**config.mk**
```make
export PLATFORM = sky130hd
export DESIGN_NAME = maze_pellet_writer
export DESIGN_NICKNAME = d
export VERILOG_FILES = /design/src/rtl/maze_pkg.sv /design/src/rtl/maze_cell_index.sv /design/src/rtl/maze_pellet_writer.sv
export SDC_FILE = /design/constraint.sdc
export NUM_CORES = 1
export LEC_CHECK = 0
export ABC_AREA = 1
export CAP_MARGIN = 20
export CELL_PAD_IN_SITES_DETAIL_PLACEMENT = 0
export CELL_PAD_IN_SITES_GLOBAL_PLACEMENT = 2
export CORE_AREA = 2 2 164 166
export CTS_BUF_LIST = sky130_fd_sc_hd__clkbuf_16
export CTS_CLUSTER_DIAMETER = 80
export CTS_CLUSTER_SIZE = 14
export DETAILED_ROUTE_END_ITERATION = 10
export DIE_AREA = 0 0 166 168
export HOLD_SLACK_MARGIN = 0.1
export PLACE_DENSITY = 0.78
export SKIP_LAST_GASP = 1
export SLEW_MARGIN = 0
export SYNTH_ARGS = -nofsm -noshare
export SYNTH_HDL_FRONTEND = slang
export SYNTH_SLANG_ARGS = --single-unit
```
**constraint.sdc**
```tcl
create_clock -name clk -period 2.6 [get_ports clk]
set_input_delay 0.39 -clock clk [delete_from_list [all_inputs] [get_ports clk]]
set_output_delay 0.39 -clock clk [all_outputs]
set_load 0.01 [all_outputs]
```
**src/rtl/maze_pkg.sv**
```systemverilog
// ============================================================================
// Module : maze_pkg
// Brief  : Shared maze geometry, path layout and writer FSM encodings.
// Rev    : 1.0
// ============================================================================
`default_nettype none

package maze_pkg;

    localparam int ROWS   = 8;
    localparam int COLS   = 8;
    localparam int IDX_W  = 3;
    localparam int CNT_W  = 7;
    localparam int CELLS  = ROWS * COLS;
    localparam int ADDR_W = 6;
    localparam int CELL_W = 7;

    // Bit index is row*COLS+col, so each row byte holds col 0 in its LSB.
    localparam logic [CELLS-1:0] PATH_MAP = {
        8'h00,  // row 7
        8'h7E,  // row 6
        8'h42,  // row 5
        8'h42,  // row 4
        8'h7E,  // row 3
        8'h12,  // row 2
        8'h1E,  // row 1
        8'h00   // row 0
    };

    localparam logic [CNT_W-1:0] PELLET_INIT_CNT = 7'd22;

    typedef enum logic [1:0] {
        ST_IDLE   = 2'd0,
        ST_WRITE  = 2'd1,
        ST_RELOAD = 2'd2
    } state_t;

endpackage

`default_nettype wire

```
**src/rtl/maze_cell_index.sv**
```systemverilog
// ============================================================================
// Module : maze_cell_index
// Brief  : Maps (row,col) to a row-major cell index with an in-range flag.
// Rev    : 1.0
// ============================================================================
`default_nettype none

module maze_cell_index #(
    parameter int ROWS   = 8,
    parameter int COLS   = 8,
    parameter int IDX_W  = 3,
    parameter int ADDR_W = 6
) (
    input  logic [IDX_W-1:0]  i_row,
    input  logic [IDX_W-1:0]  i_col,
    output logic [ADDR_W-1:0] o_idx,
    output logic              o_in_range
);

    assign o_idx      = ADDR_W'(i_row) * ADDR_W'(COLS) + ADDR_W'(i_col);
    assign o_in_range = (32'(i_row) < ROWS) && (32'(i_col) < COLS);

endmodule

`default_nettype wire

```
**src/rtl/maze_pellet_writer.sv**
```systemverilog
// ============================================================================
// Module : maze_pellet_writer
// Brief  : Writable 8x8 pellet map with req/ack writes, reload FSM and read port.
// Rev    : 1.0
// ============================================================================
`default_nettype none

module maze_pellet_writer #(
    parameter int ROWS  = maze_pkg::ROWS,
    parameter int COLS  = maze_pkg::COLS,
    parameter int IDX_W = maze_pkg::IDX_W,
    parameter int CNT_W = maze_pkg::CNT_W
) (
    input  logic             clk,
    input  logic             rst,
    input  logic             wr_req,
    input  logic [IDX_W-1:0] wr_row,
    input  logic [IDX_W-1:0] wr_col,
    input  logic             wr_val,
    output logic             wr_ack,
    input  logic             reload_req,
    output logic             busy,
    input  logic [IDX_W-1:0] rd_row,
    input  logic [IDX_W-1:0] rd_col,
    output logic             rd_path,
    output logic             rd_pellet,
    output logic [CNT_W-1:0] pellet_cnt,
    output logic             all_clear
);

    import maze_pkg::*;

    localparam int N_CELLS = ROWS * COLS;

    state_t              r_state;
    logic [IDX_W-1:0]    r_wr_row;
    logic [IDX_W-1:0]    r_wr_col;
    logic                r_wr_val;
    logic [N_CELLS-1:0]  r_pellet;
    logic [CELL_W-1:0]   r_reload_idx;
    logic [CNT_W-1:0]    r_cnt;
    logic                r_wr_ack;
    logic                r_busy;
    logic                r_rd_path;
    logic                r_rd_pellet;
    logic                r_all_clear;

    logic [ADDR_W-1:0]   w_wr_addr;
    logic                w_wr_in_range;
    logic [ADDR_W-1:0]   w_rd_addr;
    logic                w_rd_in_range;
    logic [ADDR_W-1:0]   w_rl_addr;

    maze_cell_index #(
        .ROWS   (ROWS),
        .COLS   (COLS),
        .IDX_W  (IDX_W),
        .ADDR_W (ADDR_W)
    ) u_wr_index (
        .i_row      (r_wr_row),
        .i_col      (r_wr_col),
        .o_idx      (w_wr_addr),
        .o_in_range (w_wr_in_range)
    );

    maze_cell_index #(
        .ROWS   (ROWS),
        .COLS   (COLS),
        .IDX_W  (IDX_W),
        .ADDR_W (ADDR_W)
    ) u_rd_index (
        .i_row      (rd_row),
        .i_col      (rd_col),
        .o_idx      (w_rd_addr),
        .o_in_range (w_rd_in_range)
    );

    assign w_rl_addr = r_reload_idx[ADDR_W-1:0];

    always_ff @(posedge clk or posedge rst) begin
        if (rst) begin
            r_state      <= ST_IDLE;
            r_wr_row     <= '0;
            r_wr_col     <= '0;
            r_wr_val     <= 1'b0;
            r_pellet     <= PATH_MAP;
            r_reload_idx <= '0;
            r_cnt        <= CNT_W'(PELLET_INIT_CNT);
            r_wr_ack     <= 1'b0;
            r_busy       <= 1'b0;
            r_rd_path    <= 1'b0;
            r_rd_pellet  <= 1'b0;
            r_all_clear  <= 1'b0;
        end else begin
            r_wr_ack    <= 1'b0;
            // Non-blocking reads here see the pre-write contents of the map.
            r_rd_path   <= w_rd_in_range && PATH_MAP[w_rd_addr];
            r_rd_pellet <= w_rd_in_range && r_pellet[w_rd_addr];
            r_all_clear <= (r_cnt == '0) && !r_busy;

            case (r_state)
                ST_IDLE: begin
                    if (reload_req) begin
                        r_state      <= ST_RELOAD;
                        r_busy       <= 1'b1;
                        r_cnt        <= '0;
                        r_reload_idx <= '0;
                    end else if (wr_req) begin
                        r_state  <= ST_WRITE;
                        r_wr_row <= wr_row;
                        r_wr_col <= wr_col;
                        r_wr_val <= wr_val;
                        r_wr_ack <= 1'b1;
                    end
                end
                ST_WRITE: begin
                    // Only a real bit flip moves the counter, so it cannot wrap.
                    if (w_wr_in_range && PATH_MAP[w_wr_addr]) begin
                        if (!r_wr_val && r_pellet[w_wr_addr]) begin
                            r_pellet[w_wr_addr] <= 1'b0;
                            r_cnt               <= r_cnt - CNT_W'(1);
                        end else if (r_wr_val && !r_pellet[w_wr_addr]) begin
                            r_pellet[w_wr_addr] <= 1'b1;
                            r_cnt               <= r_cnt + CNT_W'(1);
                        end
                    end
                    r_state <= ST_IDLE;
                end
                ST_RELOAD: begin
                    r_pellet[w_rl_addr] <= PATH_MAP[w_rl_addr];
                    if (PATH_MAP[w_rl_addr]) begin
                        r_cnt <= r_cnt + CNT_W'(1);
                    end
                    if (r_reload_idx == CELL_W'(N_CELLS - 1)) begin
                        r_state <= ST_IDLE;
                        r_busy  <= 1'b0;
                    end else begin
                        r_reload_idx <= r_reload_idx + CELL_W'(1);
                    end
                end
                default: begin
                    r_state <= ST_IDLE;
                end
            endcase
        end
    end

    assign wr_ack     = r_wr_ack;
    assign busy       = r_busy;
    assign rd_path    = r_rd_path;
    assign rd_pellet  = r_rd_pellet;
    assign pellet_cnt = r_cnt;
    assign all_clear  = r_all_clear;

endmodule

`default_nettype wire

```
After elaboration in Yosys (flattened, before gate mapping)

Memories as Yosys holds them, arrays and structs flattened. A register that Yosys moved wholly into a read port is not among the register bits.
Cells that the tools add are included.

Flip-flop bits (word level): 91
Bits in read-only memories: 192
Output and inout bits: 12
Word-level logic and storage cells: 90
Memories kept: 3

$add $sub $neg: 5
$lt $le $gt $ge: 5
Equality and inequality tests: 10
Muxes and demuxes: 33
Bitwise logic cells: 4
Reductions and logical operators: 19

Memories:

| memory           | words | width | rd ports | clocked after Yosys merged registers in | write ports | line                      | RTL |
|---|---|---|---|---|---|---|---|
| (name not given) | 64    | 1     | 1        | 0                                       | 0           | maze_pellet_writer.sv:131 | `if (PATH_MAP[w_rl_addr]) begin` |
| (name not given) | 64    | 1     | 1        | 0                                       | 0           | maze_pellet_writer.sv:118 | `if (w_wr_in_range && PATH_MAP[w_wr_addr]) begin` |
| (name not given) | 64    | 1     | 1        | 1                                       | 0           | maze_pellet_writer.sv:97  | `r_rd_path <= w_rd_in_range && PATH_MAP[w_rd_addr];` |

Operator list:

| operator                                             | count |
|---|---|
| two-way mux 64 bit                                   | 3 |
| case mux 64 bit (2 select lines)                     | 1 |
| bitwise AND 64 bit                                   | 1 |
| bitwise mux 64 bit                                   | 1 |
| inverter 64 bit                                      | 1 |
| bitwise OR 64 bit                                    | 1 |
| two-way mux 7 bit                                    | 6 |
| < comparator 6 x 7 -> 1 bit (second input constant)  | 3 |
| case mux 7 bit (3 select lines)                      | 1 |
| adder 7 x 1 -> 7 bit (second input constant)         | 2 |
| case mux 7 bit (2 select lines)                      | 1 |
| adder 6 x 3 -> 6 bit                                 | 2 |
| binary-select mux 1 bit (select 6 bit)               | 2 |
| demux 1 bit (select 6 bit)                           | 2 |
| >= comparator 6 x 1 -> 1 bit (second input constant) | 2 |
| AND reduction 3 bit                                  | 4 |
| two-way mux 1 bit                                    | 11 |
| inequality test 2 bit (second input constant)        | 5 |
| equality test 7 x 6 -> 1 bit (second input constant) | 1 |
| zero test 7 bit                                      | 1 |
| subtractor 7 x 1 -> 7 bit (second input constant)    | 1 |
| two-way mux 2 bit                                    | 3 |
| inequality test 3 bit (second input constant)        | 2 |
| logical AND 1 bit                                    | 5 |
| other kinds (11)                                     | 14 |

Logic depth before layout (Yosys ltp)

Gate-level depths: netlist (run 1).

Depth after elaboration: 10
Depth in mapped cells: 24
Depth with buffers taken out: 20

Modules after synthesis

A second synthesis (run 1) with hierarchy kept.

Cell total of the unflattened synthesis: 1235
Area total of the unflattened synthesis: 7500.9 sq um

By module, submodules not included:

| module             | times used | cells an instance | area each (sq um) | sequential area each (sq um) |
|---|---|---|---|---|
| maze_pellet_writer | 1          | 1219              | 7388.3            | 2333.5 |
| maze_cell_index    | 2          | 8                 | 56.3              | 0.0 |

Worst setup path before layout (run 1)

Ideal clock, no wire load.

Kind: reg2reg
Start point: reg r_wr_col[0]
End point: reg with a tool-made name
Data arrival time: 2.602 ns
Slack: -0.081 ns
Cell stages (with the launch flop): 21
Path buffers: 4
Period minus slack after synthesis: 2.681 ns
Path through: dfrtp_1 buf_4 inv_2 buf_2 buf_2 nand2_1 nand3_1 o21ai_0 nor2_1 nand2_1 nand2_1 nand2_1 nor2_1 nand2_1 ha_1 nor2_2 inv_1 clkbuf_1 nor2_1 a21oi_1 o21ai_0

RTL lines:

| what                   | line                      | RTL |
|---|---|---|
| from (decl)            | maze_pellet_writer.sv:37  | `logic [IDX_W-1:0] r_wr_col;` |
| from (signal assigned) | maze_pellet_writer.sv:111 | `r_wr_col <= wr_col;` |

==> results of run 1 <==
## logic make-up after synthesis
group,count (synthesis),share of synthesized area (%)
simple gates,808,42.68
buf+inv,211,11.45
compound gates,203,13.67
flops,92,30.04
fa+ha+maj,12,1.933
xor+xnor,2,0.2255
## area by class of cell
type	instances	area, um^2
well taps	341	426.7
fillers	2868	16380
clock inverters	7	73.82
repair buffers	143	1455
clock buffers	9	225.2
inverters	132	509.2
flip-flops and latches	92	2336
multi-input cells	1025	4940
## cell usage after synthesis, types with 2 or more instances
cell / n / area share (%)
nor2_4: 2 / 0.29
nand3_1: 130 / 8.4
inv_2: 6 / 0.29
dfstp_2: 25 / 8.5
o22ai_1: 19 / 1.5
ha_1: 12 / 1.9
nand4_1: 14 / 1.1
dfrtp_1: 67 / 22
a21oi_1: 39 / 2.5
o21ai_1: 17 / 1.1
nor2_1: 173 / 8.4
nor3_1: 10 / 0.64
nand2_2: 2 / 0.16
o21ai_0: 112 / 7.2
buf_1: 5 / 0.24
inv_1: 125 / 6.0
nand2_1: 464 / 22
nor2_2: 5 / 0.40
buf_2: 30 / 1.9
buf_6: 5 / 0.72
nand3_2: 2 / 0.26
nand3b_1: 2 / 0.19
nor4_1: 3 / 0.24
xor2_1: 2 / 0.23
a31oi_1: 14 / 1.1
buf_4: 6 / 0.58
clkbuf_1: 33 / 1.6
## worst max-delay path, stage by stage (launching register included)
cell and delay (ns):
dfrtp_2 0.46, buf_12 0.17, clkbuf_16 0.15, nand2_1 0.05, o21ai_0 0.07, nand2_1 0.06, nand2_1 0.06, nand2_1 0.06
nand2_1 0.06, nand2_1 0.07, nand2_2 0.07, nor2_2 0.13, nand2_2 0.10, ha_4 0.24, nand2_2 0.05, inv_2 0.06
nor2_4 0.16, nand2_4 0.14, buf_12 0.18, buf_4 0.15, nor2_1 0.08, nand2_1 0.06, nand2_1 0.06
## path summary, 6_finish.rpt
| path | from | end | cells past startpoint |
|---|---|---|---|
| worst max-delay path | r_wr_col[0]$_DFFE_PP0P_ | flop | 22 |
| worst min-delay path | flop | flop | 2 |
| worst max register to register | r_wr_col[0]$_DFFE_PP0P_ | flop | 22 |
| worst min register to register | flop | flop | 2 |
| max in group asynchronous | rst | async pin | 3 |
| min in group asynchronous | rst | async pin | 3 |
## timing repair
item,in CTS,in global routing
endpoints found under the setup margin,71,71
setup buffers,5,3
cloned,3,5
pin swaps,6,56
gates resized for setup,36,133
## where the power goes
group	switching, mW	internal [mW]
logic	3.33	2.03
registers	0.225	1.65
clock network	0.684	0.756
## metrics by stage
step	TNS [ns]	hold slack [ns]	setup WS [ns]
floorplan	0	0.4355	0.01419
global placement	-9.440	0.4529	-0.2279
detailed placement	-10.87	0.4562	-0.2460
CTS	-1.365	0.4727	-0.07739
global route	-13.00	0.4798	-0.2632
finish	-4.047	0.4657	-0.1354
## per-layer routing
metal	global-route usage, %	vias to the layer above	wire, um
met5	0	-	0
met4	5.822	0	567
met3	2.609	38	1713
met2	36.80	290	15110
met1	33.62	4129	15490
li1	-	4391	-
==> impl_metrics.json, run 1 <==
{
  "cp.required_ns": 2.91,
  "leakage_nw": 4.673,
  "layout_commonest_cell": "nand2_1",
  "synth_nets": 1357,
  "drv_slew": 0,
  "crit_path_max_fanout": 8,
  "worstMarginPinSlew_ns": 0.6172,
  "drive_above_1_share_pct": 19.32,
  "via_per_inst": 5.059,
  "synthArstFlopShare_pct": 100.0,
  "grt_overflow": 0,
  "r2r_setup_slack_ns": -0.14,
  "dpl_cell_area_um2": 8954,
  "fin_util_pct": 37.82,
  "syn_inst": 1328,
  "syn_area_per_cell_um2": 5.850,
  "n_antenna_cell": 0,
  "wl_per_cell_um": 18.80,
  "final_cell_mix": "nand2_1 (418), nor2_1 (153), nand3_1 (128), inv_1 (118), o21ai_0 (92)",
  "vias": 8848,
  "failed_checks": "negative setup slack",
  "cts.path.max_buffers": 2,
  "antenna_found_initial": 0,
  "cts-root-buf": "clkbuf_16",
  "htree_levels": 3,
  "rsz0062_at_grt": "yes",
  "max-vdd-ir-drop_uv": 442.1,
  "ant_nets": 0,
  "max_freq_mhz": 365.6,
  "clk_latency_ns": 0.37,
  "die_w_um": 166,
  "netlist_area_um2": 7769,
  "status": "complete, but fails checks",
  "dieHeight_um": 168,
  "criticalPathCategory": "flop to flop",
  "setup_violations": 58,
  "wirelength_um": 32890,
  "drt_iter0_drc": 896,
  "hold_class": "flop to flop",
  "grt.total_usage_pct": 23.20,
  "fin_crit_ns": 2.735,
  "worstSetupStartpointType": "flop",
  "grt_pass1_wl_um": 49990,
  "hold_violations": 0,
  "arrival_ns": 3.05,
  "clkTransAtPathRegs_ns": 0.08,
  "syn2layout_area_growth_pct": 28.28,
  "max-cap-violations": 0,
  "postCtsHoldBufs": 0,
  "power_density_nw_per_um2": 870.3,
  "nets": 1432,
  "max_slew_margin_pct": 58.76,
  "dr.pass1.iters": 8,
  "ys_types": 31,
  "cts_tree": "done",
  "initial_core_util_pct": 29.48,
  "grt_max_degree": 93,
  "skew_ns": 0.01243,
  "p_total_mw": 8.674,
  "hpwl_um": 22900,
  "io_pins": 29,
  "rows": 60,
  "die_area_um2": 27890,
  "synth-seq-cells": 92,
  "synthFlopType": "dfrtp_1",
  "grt_pass1_vias": 8112,
  "synth_edf_count": 0,
  "final_area_um2": 9966,
  "fin_ws_ns": -0.1354,
  "min_period_over_period_pct": 105.2,
  "numCtsBuffers": 9,
  "endpoint_kind": "flop",
  "core-area_um2": 26350,
  "clock-sinks": 92,
  "drcViolationCount": 0,
  "portBuffers": 28,
  "yosys_warnings": 0,
  "gp_congestion": 0.9025,
  "yosysSeqAreaShare_pct": 30.04,
  "final_cells": 1749,
  "dp_cells": 1719
}
Note: power is estimated with default switching activity, not from simulation.
==> run 2, diff against run 1 <==
- CTS_CLUSTER_DIAMETER: 80 -> not set
==> results of run 2 <==
Same layout as run 1: the final DEF is identical, and so are final timing and power.
